## config.mk

```make
export PLATFORM = sky130hd
export DESIGN_NAME = bus_fabric_n_flat
export DESIGN_NICKNAME = d
export VERILOG_FILES = /design/src/rtl/bus_fabric_n_if.sv /design/src/rtl/bus_fabric_n.sv /design/src/flat_wrapper.sv
export SDC_FILE = /design/constraint.sdc
export NUM_CORES = 1
export LEC_CHECK = 0
export ABC_AREA = 1
export CAP_MARGIN = 30
export CORE_MARGIN = 2
export CORE_UTILIZATION = 59
export CTS_CLUSTER_DIAMETER = 60
export CTS_CLUSTER_SIZE = 14
export DETAILED_ROUTE_END_ITERATION = 8
export DONT_BUFFER_PORTS = 1
export HOLD_SLACK_MARGIN = 0.15
export PLACE_DENSITY = 0.75
export SLEW_MARGIN = 20
export SYNTH_ARGS = -nofsm -noshare
export SYNTH_HDL_FRONTEND = slang
export SYNTH_SLANG_ARGS = --single-unit
```

## constraint.sdc

```tcl
create_clock -name clk -period 3.1 [get_ports clk]
set_input_delay 0.62 -clock clk [delete_from_list [all_inputs] [get_ports clk]]
set_output_delay 0.62 -clock clk [all_outputs]
set_load 0.005 [all_outputs]
```

## src/rtl/bus_fabric_n_if.sv

```systemverilog
// CPU-side and slave-side signals of the parametrised data-bus fabric.
// master = CPU data port, slave = slave blocks, fabric = the decoder itself.
interface bus_fabric_n_if #(
   parameter int ADDR_W   = 16,
   parameter int DATA_W   = 16,
   parameter int SEL_BITS = 2
);
   localparam int N    = 2 ** SEL_BITS;
   localparam int SA_W = ADDR_W - SEL_BITS;

   logic [ADDR_W-1:0]   m_addr;
   logic [DATA_W-1:0]   m_wdata;
   logic                m_write;
   logic                m_read;
   logic [DATA_W-1:0]   m_rdata;
   logic                m_ready;
   logic                m_err;
   logic [N-1:0]        s_cs;
   logic [SA_W-1:0]     s_addr;
   logic [DATA_W-1:0]   s_wdata;
   logic                s_write;
   logic                s_read;
   logic [N*DATA_W-1:0] s_rdata;
   logic [N-1:0]        s_ready;

   modport master (
      output m_addr, m_wdata, m_write, m_read,
      input  m_rdata, m_ready, m_err
   );

   modport slave (
      input  s_cs, s_addr, s_wdata, s_write, s_read,
      output s_rdata, s_ready
   );

   modport fabric (
      input  m_addr, m_wdata, m_write, m_read, s_rdata, s_ready,
      output m_rdata, m_ready, m_err, s_cs, s_addr, s_wdata, s_write, s_read
   );
endinterface

```

## src/rtl/bus_fabric_n.sv

```systemverilog
// One-master to 2**SEL_BITS-slave data-bus fabric: address-decoded chip select,
// per-slave ready handshake, unmapped/timeout error response and saturating error count.
module bus_fabric_n #(
   parameter int                     ADDR_W     = 16,
   parameter int                     DATA_W     = 16,
   parameter int                     SEL_BITS   = 2,
   parameter logic [2**SEL_BITS-1:0] SLAVE_MASK = 4'b0011,
   parameter int unsigned            TIMEOUT    = 15,
   parameter logic [DATA_W-1:0]      ERR_DATA   = 16'hFFFF
) (
   input  logic                  clk,
   input  logic                  rst_n,
   bus_fabric_n_if.fabric        bus,
   output logic [7:0]            err_count
);
   localparam int N     = 2 ** SEL_BITS;
   localparam int SA_W  = ADDR_W - SEL_BITS;
   localparam int CNT_W = (TIMEOUT > 0) ? $clog2(TIMEOUT + 1) : 1;

   typedef enum logic [1:0] {IDLE, ACCESS, RESP, ERR} state_t;

   state_t              state;
   logic [SEL_BITS-1:0] sel;
   logic [SEL_BITS-1:0] req_sel;
   logic [N-1:0]        req_cs;
   logic                is_write;
   logic [CNT_W-1:0]    cnt;
   logic                timed_out;
   logic [7:0]          err_next;

   always_comb begin
      req_sel          = bus.m_addr[ADDR_W-1 -: SEL_BITS];
      req_cs           = '0;
      req_cs[req_sel]  = 1'b1;
      timed_out        = (TIMEOUT != 0) && (cnt == CNT_W'(TIMEOUT));
      err_next         = (err_count == 8'hFF) ? err_count : err_count + 8'd1;
   end

   always_ff @(posedge clk or negedge rst_n) begin
      if (!rst_n) begin
         state       <= IDLE;
         sel         <= '0;
         is_write    <= 1'b0;
         cnt         <= '0;
         err_count   <= '0;
         bus.m_rdata <= '0;
         bus.m_ready <= 1'b0;
         bus.m_err   <= 1'b0;
         bus.s_cs    <= '0;
         bus.s_addr  <= '0;
         bus.s_wdata <= '0;
         bus.s_write <= 1'b0;
         bus.s_read  <= 1'b0;
      end else begin
         case (state)
            IDLE: begin
               if (bus.m_read || bus.m_write) begin
                  sel         <= req_sel;
                  is_write    <= bus.m_write;
                  cnt         <= '0;
                  bus.s_addr  <= bus.m_addr[SA_W-1:0];
                  bus.s_wdata <= bus.m_wdata;
                  if (SLAVE_MASK[req_sel]) begin
                     state       <= ACCESS;
                     bus.s_cs    <= req_cs;
                     // a simultaneous read and write request is treated as a write
                     bus.s_write <= bus.m_write;
                     bus.s_read  <= !bus.m_write;
                  end else begin
                     state       <= ERR;
                     bus.m_ready <= 1'b1;
                     bus.m_err   <= 1'b1;
                     bus.m_rdata <= ERR_DATA;
                     err_count   <= err_next;
                  end
               end
            end
            ACCESS: begin
               // ready is tested before the timeout so a last-cycle ready still completes
               if (bus.s_ready[sel]) begin
                  state       <= RESP;
                  bus.m_ready <= 1'b1;
                  bus.m_err   <= 1'b0;
                  if (!is_write) bus.m_rdata <= bus.s_rdata[sel*DATA_W +: DATA_W];
                  bus.s_cs    <= '0;
                  bus.s_write <= 1'b0;
                  bus.s_read  <= 1'b0;
               end else if (timed_out) begin
                  state       <= ERR;
                  bus.m_ready <= 1'b1;
                  bus.m_err   <= 1'b1;
                  bus.m_rdata <= ERR_DATA;
                  err_count   <= err_next;
                  bus.s_cs    <= '0;
                  bus.s_write <= 1'b0;
                  bus.s_read  <= 1'b0;
               end else if (TIMEOUT != 0) begin
                  cnt <= cnt + CNT_W'(1);
               end
            end
            RESP, ERR: begin
               state       <= IDLE;
               bus.m_ready <= 1'b0;
               bus.m_err   <= 1'b0;
            end
            default: state <= IDLE;
         endcase
      end
   end
endmodule

```

## src/flat_wrapper.sv

```systemverilog
// flat-port wrapper written by rule: the top's interface ports become plain ports
module bus_fabric_n_flat 
#(
   parameter int                     ADDR_W     = 16,
   parameter int                     DATA_W     = 16,
   parameter int                     SEL_BITS   = 2,
   parameter logic [2**SEL_BITS-1:0] SLAVE_MASK = 4'b0011,
   parameter int unsigned            TIMEOUT    = 15,
   parameter logic [DATA_W-1:0]      ERR_DATA   = 16'hFFFF
)
  (clk, rst_n, err_count, bus_m_addr, bus_m_wdata, bus_m_write, bus_m_read, bus_s_rdata, bus_s_ready, bus_m_rdata, bus_m_ready, bus_m_err, bus_s_cs, bus_s_addr, bus_s_wdata, bus_s_write, bus_s_read);
  bus_fabric_n_if #(.ADDR_W(ADDR_W), .DATA_W(DATA_W), .SEL_BITS(SEL_BITS)) bus_i ();
  input  logic clk;
  input  logic rst_n;
  output logic [7:0] err_count;
  input wire logic [$bits(bus_i.m_addr)-1:0] bus_m_addr;
  input wire logic [$bits(bus_i.m_wdata)-1:0] bus_m_wdata;
  input wire logic [$bits(bus_i.m_write)-1:0] bus_m_write;
  input wire logic [$bits(bus_i.m_read)-1:0] bus_m_read;
  input wire logic [$bits(bus_i.s_rdata)-1:0] bus_s_rdata;
  input wire logic [$bits(bus_i.s_ready)-1:0] bus_s_ready;
  output wire logic [$bits(bus_i.m_rdata)-1:0] bus_m_rdata;
  output wire logic [$bits(bus_i.m_ready)-1:0] bus_m_ready;
  output wire logic [$bits(bus_i.m_err)-1:0] bus_m_err;
  output wire logic [$bits(bus_i.s_cs)-1:0] bus_s_cs;
  output wire logic [$bits(bus_i.s_addr)-1:0] bus_s_addr;
  output wire logic [$bits(bus_i.s_wdata)-1:0] bus_s_wdata;
  output wire logic [$bits(bus_i.s_write)-1:0] bus_s_write;
  output wire logic [$bits(bus_i.s_read)-1:0] bus_s_read;
  assign bus_i.m_addr = bus_m_addr;
  assign bus_i.m_wdata = bus_m_wdata;
  assign bus_i.m_write = bus_m_write;
  assign bus_i.m_read = bus_m_read;
  assign bus_i.s_rdata = bus_s_rdata;
  assign bus_i.s_ready = bus_s_ready;
  assign bus_m_rdata = bus_i.m_rdata;
  assign bus_m_ready = bus_i.m_ready;
  assign bus_m_err = bus_i.m_err;
  assign bus_s_cs = bus_i.s_cs;
  assign bus_s_addr = bus_i.s_addr;
  assign bus_s_wdata = bus_i.s_wdata;
  assign bus_s_write = bus_i.s_write;
  assign bus_s_read = bus_i.s_read;
  bus_fabric_n #(.ADDR_W(ADDR_W), .DATA_W(DATA_W), .SEL_BITS(SEL_BITS), .SLAVE_MASK(SLAVE_MASK), .TIMEOUT(TIMEOUT), .ERR_DATA(ERR_DATA)) u_core (.clk(clk), .rst_n(rst_n), .bus(bus_i), .err_count(err_count));
endmodule
```

==> summary.log <==
INFO  routing        detailedRoute.firstPassIterationCount=4
INFO  clocking       clock_insertion_delay_worst_skew=340ps
INFO  layout         multi_input_area=1690squm
INFO  timing         worst_slew_pin_slew=829ps
INFO  power_and_ir_drop report.power.total=4.45mW
INFO  clocking       root_buffer=sky130_fd_sc_hd__clkbuf_8
INFO  timing         grt_setup_unrepaired=false
INFO  placed_design  place_worst_setup_slack=1000ps
INFO  grt            antenna_found_initial=0
INFO  synth          synth.ff_latch_count=71
INFO  worst_setup_path worstPathMaxFanout=18
INFO  die            die_w=82.6um
INFO  grt            vias_in_the_first_global_route=3077
INFO  synth          yosysWarningCount=0
INFO  grt            largest_net_degree_at_the_start_of_global_routing=72
INFO  die            design.die.area=6820squm
INFO  power_and_ir_drop power_density=1140nW/um^2
INFO  layout         final_cell_area=3920squm
INFO  placed_design  dpl-instance-area=3650squm
INFO  synth          syn_nets=598
INFO  layout         final_layout_size_suffix_gt1_share=8.16%
INFO  layout         sequential_cell_area=1780squm
INFO  clocking       clock-sinks=71
INFO  grt            grt_usage=25.2%
INFO  routing        vias=3108
INFO  routing        antenna_left=0
INFO  timing         worst_hold_slack=160ps
INFO  worst_setup_path reg2reg_to=u_core.bus.m_rdata[8]
INFO  worst_setup_path timing.rr.start=u_core.sel[1]
INFO  worst_setup_path critical_path.startpoint_type=flip-flop
INFO  timing         min_period_over_period=67.5%
INFO  worst_setup_path cp_cell_sequence=inv_4 -> nand3_2 -> nand2_4 -> a21oi_4 -> nand2_4 -> nand2_1 -> nand2_1
INFO  flow_run       max_cap_violations=0
INFO  worst_setup_path crit_slowest_cell=sky130_fd_sc_hd__dfrtp_1
INFO  synth          number_of_library_cell_types_mapped_by_synthesis=29
INFO  timing         fin_tns_setup=0ps
INFO  clocking       tritoncts=done
INFO  timing         finalWorstSetupSlack=1010ps
INFO  layout         antennaDiodeCount=0
INFO  synth          post_synth_top_area_share=48.7%
INFO  worst_hold_path hold_class=input port to asynchronous set/reset pin
INFO  routing        drt_drc_violations_left=0
INFO  routing        drt-total-wl=8350um
INFO  timing         timing.final.max_slew_violations=0
INFO  layout         fillerInstances=522
INFO  routing        average_routed_wire_per_standard_cell=14.8um
INFO  layout         layout.cells.most_common=sky130_fd_sc_hd__nand2_1
INFO  die            floorplan.die.height=82.6um
INFO  synth          number_of_standard_cells_after_synthesis=492
INFO  die            fp.coreArea=5960squm
INFO  worst_setup_path worstSetupEndpointType=flip-flop
INFO  timing         timing.final.hold_violations=0
INFO  timing         clock-skew-final=11.6ps
INFO  synth          post_synth_instance_area=3650squm
INFO  placed_design  detailedPlacementHpwl=6030um
INFO  routing        drt_first_iter_violations=271
INFO  power_and_ir_drop power.static_leakage=2.10nW
INFO  layout         synthToLayoutAreaGrowth=7.41%
INFO  clocking       post_cts.repair.setup_buffers=0
INFO  die            placement_rows=28
INFO  clocking       ctsHtreeMaxLevel=3
INFO  synth          post_synth.cell_area_avg=7.41squm
INFO  clocking       cts_made_buffers=9
INFO  grt            overflow=0
INFO  worst_setup_path critPathTopFamily=flip-flops
INFO  placed_design  final_wtd_congestion=0.848
INFO  synth          synth_sequential_area_ratio=48.7%
INFO  placed_design  port_buffers=0
INFO  clocking       clock_tree.buffer_depth=2
INFO  worst_setup_path critical-path-max-stage-delay=680ps
INFO  power_and_ir_drop ir_worst_vdd=0.000543V
INFO  layout         layout.nets=592
INFO  run_status     status=finished clean
INFO  die            floorplan.initialDensity=61.2%
INFO  worst_setup_path worst_r2r_path_depth=7
INFO  worst_setup_path reg2reg_slack=1010ps
INFO  timing         maxSlewHeadroom=44.6%
INFO  clocking       path_clk_slew=70ps
INFO  worst_setup_path worst_ep_required_time=3330ps
INFO  routing        routed_via_density=5.50
INFO  synth          synthTopCellsByArea=sky130_fd_sc_hd__dfrtp_1 49%, sky130_fd_sc_hd__nand2_1 28%, sky130_fd_sc_hd__nand3_1 9.5%
INFO  layout         mostFrequentLayoutCells=270 x sky130_fd_sc_hd__nand2_1, 71 x sky130_fd_sc_hd__dfrtp_1, 69 x sky130_fd_sc_hd__nand3_1, 14 x sky130_fd_sc_hd__inv_1, 11 x sky130_fd_sc_hd__o21ai_0
INFO  timing         fin_crit=2090ps
INFO  die            design.portCount=166
INFO  synth          synth_top_cell_by_area=sky130_fd_sc_hd__dfrtp_1
INFO  worst_setup_path worstSetupPathType=flip-flop to flip-flop
INFO  timing         clock.fmax=0.478GHz
INFO  timing         setup_viol=0
INFO  worst_setup_path worstPathBufferInverterCount=1
INFO  worst_setup_path arrival_time_at_the_worst_endpoint=2320ps
INFO  grt            wire_length_of_the_first_global_routing_pass=13300um
==> worst register-to-register path, cell delays in order (launching register included) <==
cell and delay (ps):
sky130_fd_sc_hd__dfrtp_1 680, sky130_fd_sc_hd__inv_4 180, sky130_fd_sc_hd__nand3_2 140, sky130_fd_sc_hd__nand2_4 110, sky130_fd_sc_hd__a21oi_4 460, sky130_fd_sc_hd__nand2_4 240, sky130_fd_sc_hd__nand2_1 120, sky130_fd_sc_hd__nand2_1 50
==> state kept, by name, summed over array words and instances (netlist names) <==
signal and cells:
u_core.bus.m_rdata 16, u_core.bus.s_write 1, u_core.bus.m_err 1, u_core.err_count 8
u_core.is_write 1, u_core.bus.s_addr 14, u_core.state 2, u_core.cnt 4
u_core.sel 2, u_core.bus.m_ready 1, u_core.bus.s_read 1, u_core.bus.s_wdata 16
u_core.bus.s_cs 4
==> stage by stage <==
stage,util (%),instances
3_5_place_dp,61.4,549
6_report,65.8,565
4_1_cts,65.8,565
2_1_floorplan,-,492
5_1_grt,65.8,565
3_3_place_gp,61.4,549
==> layer usage <==
metal | wire [um] | vias to the layer above | GRT usage, %
li1 | - | 1531 | -
met1 | 3600 | 1426 | 31.9
met2 | 3910 | 137 | 39.0
met3 | 715 | 14 | 9.46
met4 | 130 | 0 | 10.3
met5 | 0 | - | 0
==> synthesized netlist by cell type (all sizes together) <==
cell,instances
ha,2
clkbuf,9
nor2,5
xnor2,1
a21oi,3
nand3,70
nand3b,2
nand2,279
o21ai,12
xor2,4
nor3,1
nand4,1
or2,2
dfrtp,71
inv,18
buf,12
==> layout make-up <==
type / count / share of cell area [%]
clock inverter: 6 / 2.81
tap: 75 / 2.40
inverter: 18 / 1.92
timing repair buffer: 4 / 1.28
sequential: 71 / 45.4
multi-input combinational: 382 / 43.1
clock buffer: 9 / 3.16
==> logic make-up (layout without fill, tap and decap cells) <==
| kind of cell | Yosys count | in the layout | synth area share (%) |
|---|---|---|---|
| DFF | 71 | 71 | 48.7 |
| xor gates and xnor gates | 5 | 5 | 1.20 |
| buffers and inverters | 39 | 37 | 5.01 |
| adders and majority gates | 2 | 2 | 0.686 |
| and+or+nand+nor | 360 | 360 | 42.0 |
| AOI/OAI and AO/OA | 15 | 15 | 2.37 |
==> power breakdown <==
part / internal [mW] / switching (mW) / total, mW
logic: 0.586 / 1.23 / 1.82
registers: 1.35 / 0.406 / 1.76
clock network: 0.528 / 0.338 / 0.866
total: 2.47 / 1.98 / 4.45
==> worst max path at each step <==
stage | from | to | slack (ps) | cells after the start
after floorplan | bus_m_write | u_core.bus.m_rdata[0] | 1500 | 10
after global placement | bus_m_read | u_core.bus.s_addr[8] | 1050 | 7
after detailed placement | bus_m_write | u_core.bus.s_wdata[15] | 1000 | 7
after CTS | u_core.sel[1] | u_core.bus.m_rdata[8] | 1030 | 7
after global routing | u_core.sel[1] | u_core.bus.m_rdata[14] | 820 | 7
final | u_core.sel[1] | u_core.bus.m_rdata[8] | 1010 | 7
==> repair_timing <==
| action | 4_1_cts | 5_1_grt |
|---|---|---|
| hold buffers | 1 | 0 |
| resized for setup | 0 | 0 |
| hold endpoints to repair | 71 | 0 |
Note: power is estimated with default switching activity, not from simulation.
